<file path="config.mk">
export PLATFORM = sky130hd
export DESIGN_NAME = latch_bank_arbiter
export DESIGN_NICKNAME = d
export VERILOG_FILES = /design/src/rtl/latch_bank_pkg.sv /design/src/rtl/rr_arb2.sv /design/src/rtl/latch_bank_arbiter.sv
export SDC_FILE = /design/constraint.sdc
export NUM_CORES = 1
export LEC_CHECK = 0
export ABC_AREA = 0
export CAP_MARGIN = 20
export CORE_MARGIN = 5
export CORE_UTILIZATION = 45
export DETAILED_ROUTE_END_ITERATION = 10
export GPL_ROUTABILITY_DRIVEN = 0
export PLACE_DENSITY_LB_ADDON = 0.15
export RECOVER_POWER = 25
export SETUP_SLACK_MARGIN = 0.5
export SKIP_LAST_GASP = 1
export SYNTH_ARGS = -nofsm -noshare
export SYNTH_HDL_FRONTEND = slang
export SYNTH_SLANG_ARGS = --single-unit
</file>
<file path="constraint.sdc">
create_clock -name Clk -period 1.7 [get_ports Clk]
set_input_delay 0.34 -clock Clk [delete_from_list [all_inputs] [get_ports Clk]]
set_output_delay 0.34 -clock Clk [all_outputs]
set_load 0.01 [all_outputs]
</file>
<file path="src/rtl/latch_bank_pkg.sv">
// Shared types and constants for the two-port latch bank arbiter.
// No logic here: FSM state encoding, data width and port identifiers.
package latch_bank_pkg;

  typedef enum logic [1:0] {
    IDLE = 2'd0,
    WR   = 2'd1,
    ACK  = 2'd2
  } lb_state_t;

  localparam int LB_DW = 8;

  localparam logic PORT_A = 1'b0;
  localparam logic PORT_B = 1'b1;

endpackage

</file>
<file path="src/rtl/rr_arb2.sv">
// Two-way round-robin arbiter; bit 0 = port A, bit 1 = port B, one-hot grant.
// Latency: combinational; backpressure: none, an ineligible port is simply not granted.
module rr_arb2
  import latch_bank_pkg::*;
(
  input  logic [1:0] elig,
  input  logic       last,
  output logic [1:0] gnt
);

  always_comb begin
    gnt = elig;
    // Contention: favour whichever port was not served most recently.
    if (&elig) begin
      gnt = (last == PORT_B) ? 2'b01 : 2'b10;
    end
  end

endmodule

</file>
<file path="src/rtl/latch_bank_arbiter.sv">
// Bank of NREG 8-bit clear-to-zero latches shared by two 4-phase req/ack write ports.
// Latency: grant edge + 1 for Q/full/ack; backpressure: ack withheld, STRICT stalls writes to FULL latches.
module latch_bank_arbiter
  import latch_bank_pkg::*;
#(
  parameter int NREG   = 4,
  parameter int AW     = 2,
  parameter int STRICT = 0
) (
  input  logic                  Clk,
  input  logic                  RESET,
  input  logic                  a_req,
  input  logic [AW-1:0]         a_addr,
  input  logic [LB_DW-1:0]      a_data,
  output logic                  a_ack,
  input  logic                  b_req,
  input  logic [AW-1:0]         b_addr,
  input  logic [LB_DW-1:0]      b_data,
  output logic                  b_ack,
  input  logic [NREG-1:0]       clr,
  output logic [NREG*LB_DW-1:0] Q,
  output logic [NREG-1:0]       full,
  output logic                  busy
);

  localparam logic [AW:0] NREG_W = (AW+1)'(NREG);

  lb_state_t                   state, state_nxt;
  logic                        gnt_port;
  logic                        last;
  logic [AW-1:0]               h_addr;
  logic [LB_DW-1:0]            h_data;
  logic [NREG-1:0][LB_DW-1:0]  bank;
  logic [2**AW-1:0]            full_pad;
  logic [NREG-1:0]             wr_hit;
  logic                        a_elig, b_elig;
  logic [1:0]                  gnt;
  logic                        load, commit;

  // Zero-padded so any address can index it; out-of-range slots read as not full.
  always_comb begin
    full_pad = '0;
    for (int i = 0; i < NREG; i++) begin
      full_pad[i] = full[i];
    end
  end

  assign a_elig = a_req && ((STRICT == 0) || ({1'b0, a_addr} >= NREG_W) || !full_pad[a_addr]);
  assign b_elig = b_req && ((STRICT == 0) || ({1'b0, b_addr} >= NREG_W) || !full_pad[b_addr]);

  rr_arb2 u_arb (
    .elig ({b_elig, a_elig}),
    .last (last),
    .gnt  (gnt)
  );

  always_comb begin
    state_nxt = state;
    load      = 1'b0;
    commit    = 1'b0;
    a_ack     = 1'b0;
    b_ack     = 1'b0;
    case (state)
      IDLE: begin
        if (|gnt) begin
          load      = 1'b1;
          state_nxt = WR;
        end
      end
      WR: begin
        commit    = 1'b1;
        state_nxt = ACK;
      end
      ACK: begin
        a_ack = (gnt_port == PORT_A);
        b_ack = (gnt_port == PORT_B);
        if (!((gnt_port == PORT_A) ? a_req : b_req)) begin
          state_nxt = IDLE;
        end
      end
      default: state_nxt = IDLE;
    endcase
  end

  // Out-of-range holding addresses match no latch, so the handshake runs with no bank effect.
  always_comb begin
    wr_hit = '0;
    for (int i = 0; i < NREG; i++) begin
      wr_hit[i] = commit && (h_addr == AW'(i));
    end
  end

  always_ff @(posedge Clk) begin
    if (RESET) begin
      state    <= IDLE;
      last     <= PORT_B;
      gnt_port <= PORT_A;
      h_addr   <= '0;
      h_data   <= '0;
      bank     <= '0;
      full     <= '0;
    end else begin
      state <= state_nxt;
      if (load) begin
        gnt_port <= gnt[1];
        h_addr   <= gnt[1] ? b_addr : a_addr;
        h_data   <= gnt[1] ? b_data : a_data;
      end
      if (commit) begin
        last <= gnt_port;
      end
      // Set beats clear on the written latch; clears elsewhere apply in parallel.
      for (int i = 0; i < NREG; i++) begin
        full[i] <= wr_hit[i] | (full[i] & ~clr[i]);
        if (wr_hit[i]) begin
          bank[i] <= h_data;
        end
      end
    end
  end

  assign Q    = bank;
  assign busy = (state != IDLE);

endmodule

</file>
==> summary.md <==
| Metric | Value |
|---|---|
| Status | `finished clean` |
| Seq cells post-synth | `50` |
| Unrepaired setup endpoints after global routing | `true` |
| Placed standard-cell area | `2700 µm²` |
| Power per Cell Area | `847 nW/µm²` |
| Max cap viols | `0` |
| CTS Sinks | `50` |
| Initial core utilization | `45.9%` |
| Die Span Y | `76.4 µm` |
| Drt first pass iters | `4` |
| Synth warn | `0` |
| CTS root buf | `clkbuf_8` |
| CTS tree | `done` |
| Total Wirelength | `5200 µm` |
| Post-synth EDFFs | `0` |
| Share of the synthesized area in the top cell type | `50.5%` |
| GRT Residual Overflow | `0` |
| FMAX | `694 MHz` |
| Synthesized area per cell | `8.19 µm²` |
| First-pass GRT wire length | `8410 µm` |
| Worst Tran Pin Value | `0.632 ns` |
| Relative slew slack | `between 50 and 60%` |
| DRC | `0` |
| Library cells used by synthesis | `27` |
| Share of cells above drive strength 1 | `between 30% and 40%` |
| Max Slew Vio Count | `0` |
| Setup total negative slack | `0 ns` |
| Tot GR Track Use | `17.3%` |
| Post-synth top cells | `nand2_1, dfxtp_1, a21oi_1` |
| Final net count | `between 300 and 400` |
| Drt initial violations | `80` |
| Final worst path period share | `84.8%` |
| Critical path class | `input port to flop` |
| Syn nets | `270` |
| Core area | `between 4000 and 5000 µm²` |
| Ant. Diodes | `0` |
| Hold/Removal Path Class | `flop to flop` |
| Vias/cell | `5.20` |
| Wirelength per Cell | `14.2 µm` |
| Top-level port count | `67` |
| CTS Hold Bufs | `0` |
| Final Skew | `0.00661 ns` |
| Post-Synthesis Cells | `242` |
| Initial antenna violation count | `0` |
| Worst setup EP type | `flop` |
| Leak pwr | `about 1.1 nW` |
| Die Footprint | `5830 µm²` |
| Worst-Skew Late Latency | `about 0.30 ns` |
| FF-to-FF setup slack | `0.29 ns` |
| Biggest area consumer among synthesized cells | `dfxtp_1` |
| Hpwl dp | `3390 µm` |
| Vias in the first global route | `1823` |
| Clk slew on worst S/H paths | `about 0.090 ns` |
| CP required | `1.91 ns` |
| CTS Buf Count | `5` |
| Vias post-DR | `approximately 1900` |
| Final setup fails | `0` |
| Die Wd | `76.4 µm` |
| Sequential element share of the synthesized area | `50.5%` |
| Final Hold Fails | `0` |
| Mapped Area | `1980 µm²` |
| CTS Buffer Depth | `2` |
| Crit Path Max Fanout | `50` |
| Async SR Flop Fraction | `0%` |
| Startpoint types | `input port` |
| Top-count cell post-synth | `nand2_1` |
| H-tree depth | `2` |
| Main synth FF type | `dfxtp_1` |
| Row cnt | `24` |
| Area delta synth->final | `44.8%` |
| Worst vdd ir | `506 µV` |
| Top cells by area, synth | `dfxtp_1, nand2_1, a21oi_1` |
| PortBufs | `66` |
| Largest net degree at the start of global routing | `51` |
| Filler cells | `just under 400` |
| Antenna viol nets, final | `0` |
| Min cycle time layout | `1.44 ns` |
| CP arrival | `1.65 ns` |
| Fin area | `2870 µm²` |
## state kept, by name, indices dropped and copies added (netlist names)
signal	cells
state	2
h_data	8
gnt_port	1
last	1
h_addr	2
Q	32
full	4
## worst paths after layout
path,from,cells past startpoint,endpoint
setup / recovery,RESET,3,h_data[2]
hold / removal,Q[2],2,Q[2]
setup reg to reg,state[1],6,Q[12]
hold reg to reg,Q[2],2,Q[2]
## stage by stage
stage                     hold WS (ns)  std cells  setup slack [ns]  total power, W  utilization [%]
after floorplan                  0.470        242             0.400         0.00152                -
after CTS                        0.454        362             0.304         0.00242             67.3
after global placement           0.439        351            0.0944         0.00170             62.5
final                            0.453        367             0.259         0.00243             66.4
after detailed placement         0.445        351            0.0502         0.00171             62.5
after global routing             0.470        367             0.173         0.00254             66.4
## final cells by class
| cell class | instances | area, µm² | area share, % |
|---|---|---|---|
| repair buffers | 85 | 649 | 22.6 |
| clock inverters | 2 | 12.5 | 0.436 |
| well taps | 52 | 65.1 | 2.27 |
| inverters | 1 | 3.75 | 0.131 |
| clock buffers | 6 | 82.6 | 2.88 |
| flip-flops and latches | 50 | 1040 | 36.2 |
| multi-input cells | 171 | 1020 | 35.5 |
## worst max-delay path, stage by stage
cell and delay [ns]:
dlygate4sd3_1 0.53, clkbuf_4 0.39, a311oi_1 0.35
## logic make-up after synthesis
group | share of synthesized area (%)
simple gates | 25.3
compound gates | 18.3
flops | 50.5
buf+inv | 5.36
mux | 0.568
## cells in the final DEF (no fill, tap or decap), drive strengths merged, types with 2 or more instances in the layout
cell type	n
a311oi	10
nand2	85
dlygate4sd2	2
nor4bb	2
clkdlybuf4s15	2
buf	48
nor2b	4
nand4bb	2
nor2	4
a21oi	48
clkbuf	14
nand2b	4
dfxtp	50
clkdlybuf4s50	24
## power breakdown
group / leakage [nW] / total, W / switching, W / internal, W
clock network: 0.0472 / 0.000700 / 0.000373 / 0.000327
registers: 0.419 / 0.00132 / 0.0000891 / 0.00123
logic: 0.631 / 0.000412 / 0.000191 / 0.000220
## layer usage
metal,vias up,GRT usage [%],wire length [µm]
met3,9,4.14,322
met2,62,28.9,2460
met1,883,21.8,2330
li1,956,-,-
met4,0,5.94,89
met5,-,0,0
## timing repair
action | 4_1_cts | 5_1_grt
endpoints found under the setup margin | 85 | 79
setup buffers | 2 | 5
resized for setup | 172 | 72
pin swaps | 3 | 18
gates cloned | 1 | 0
(Power assumes the default switching activity.)
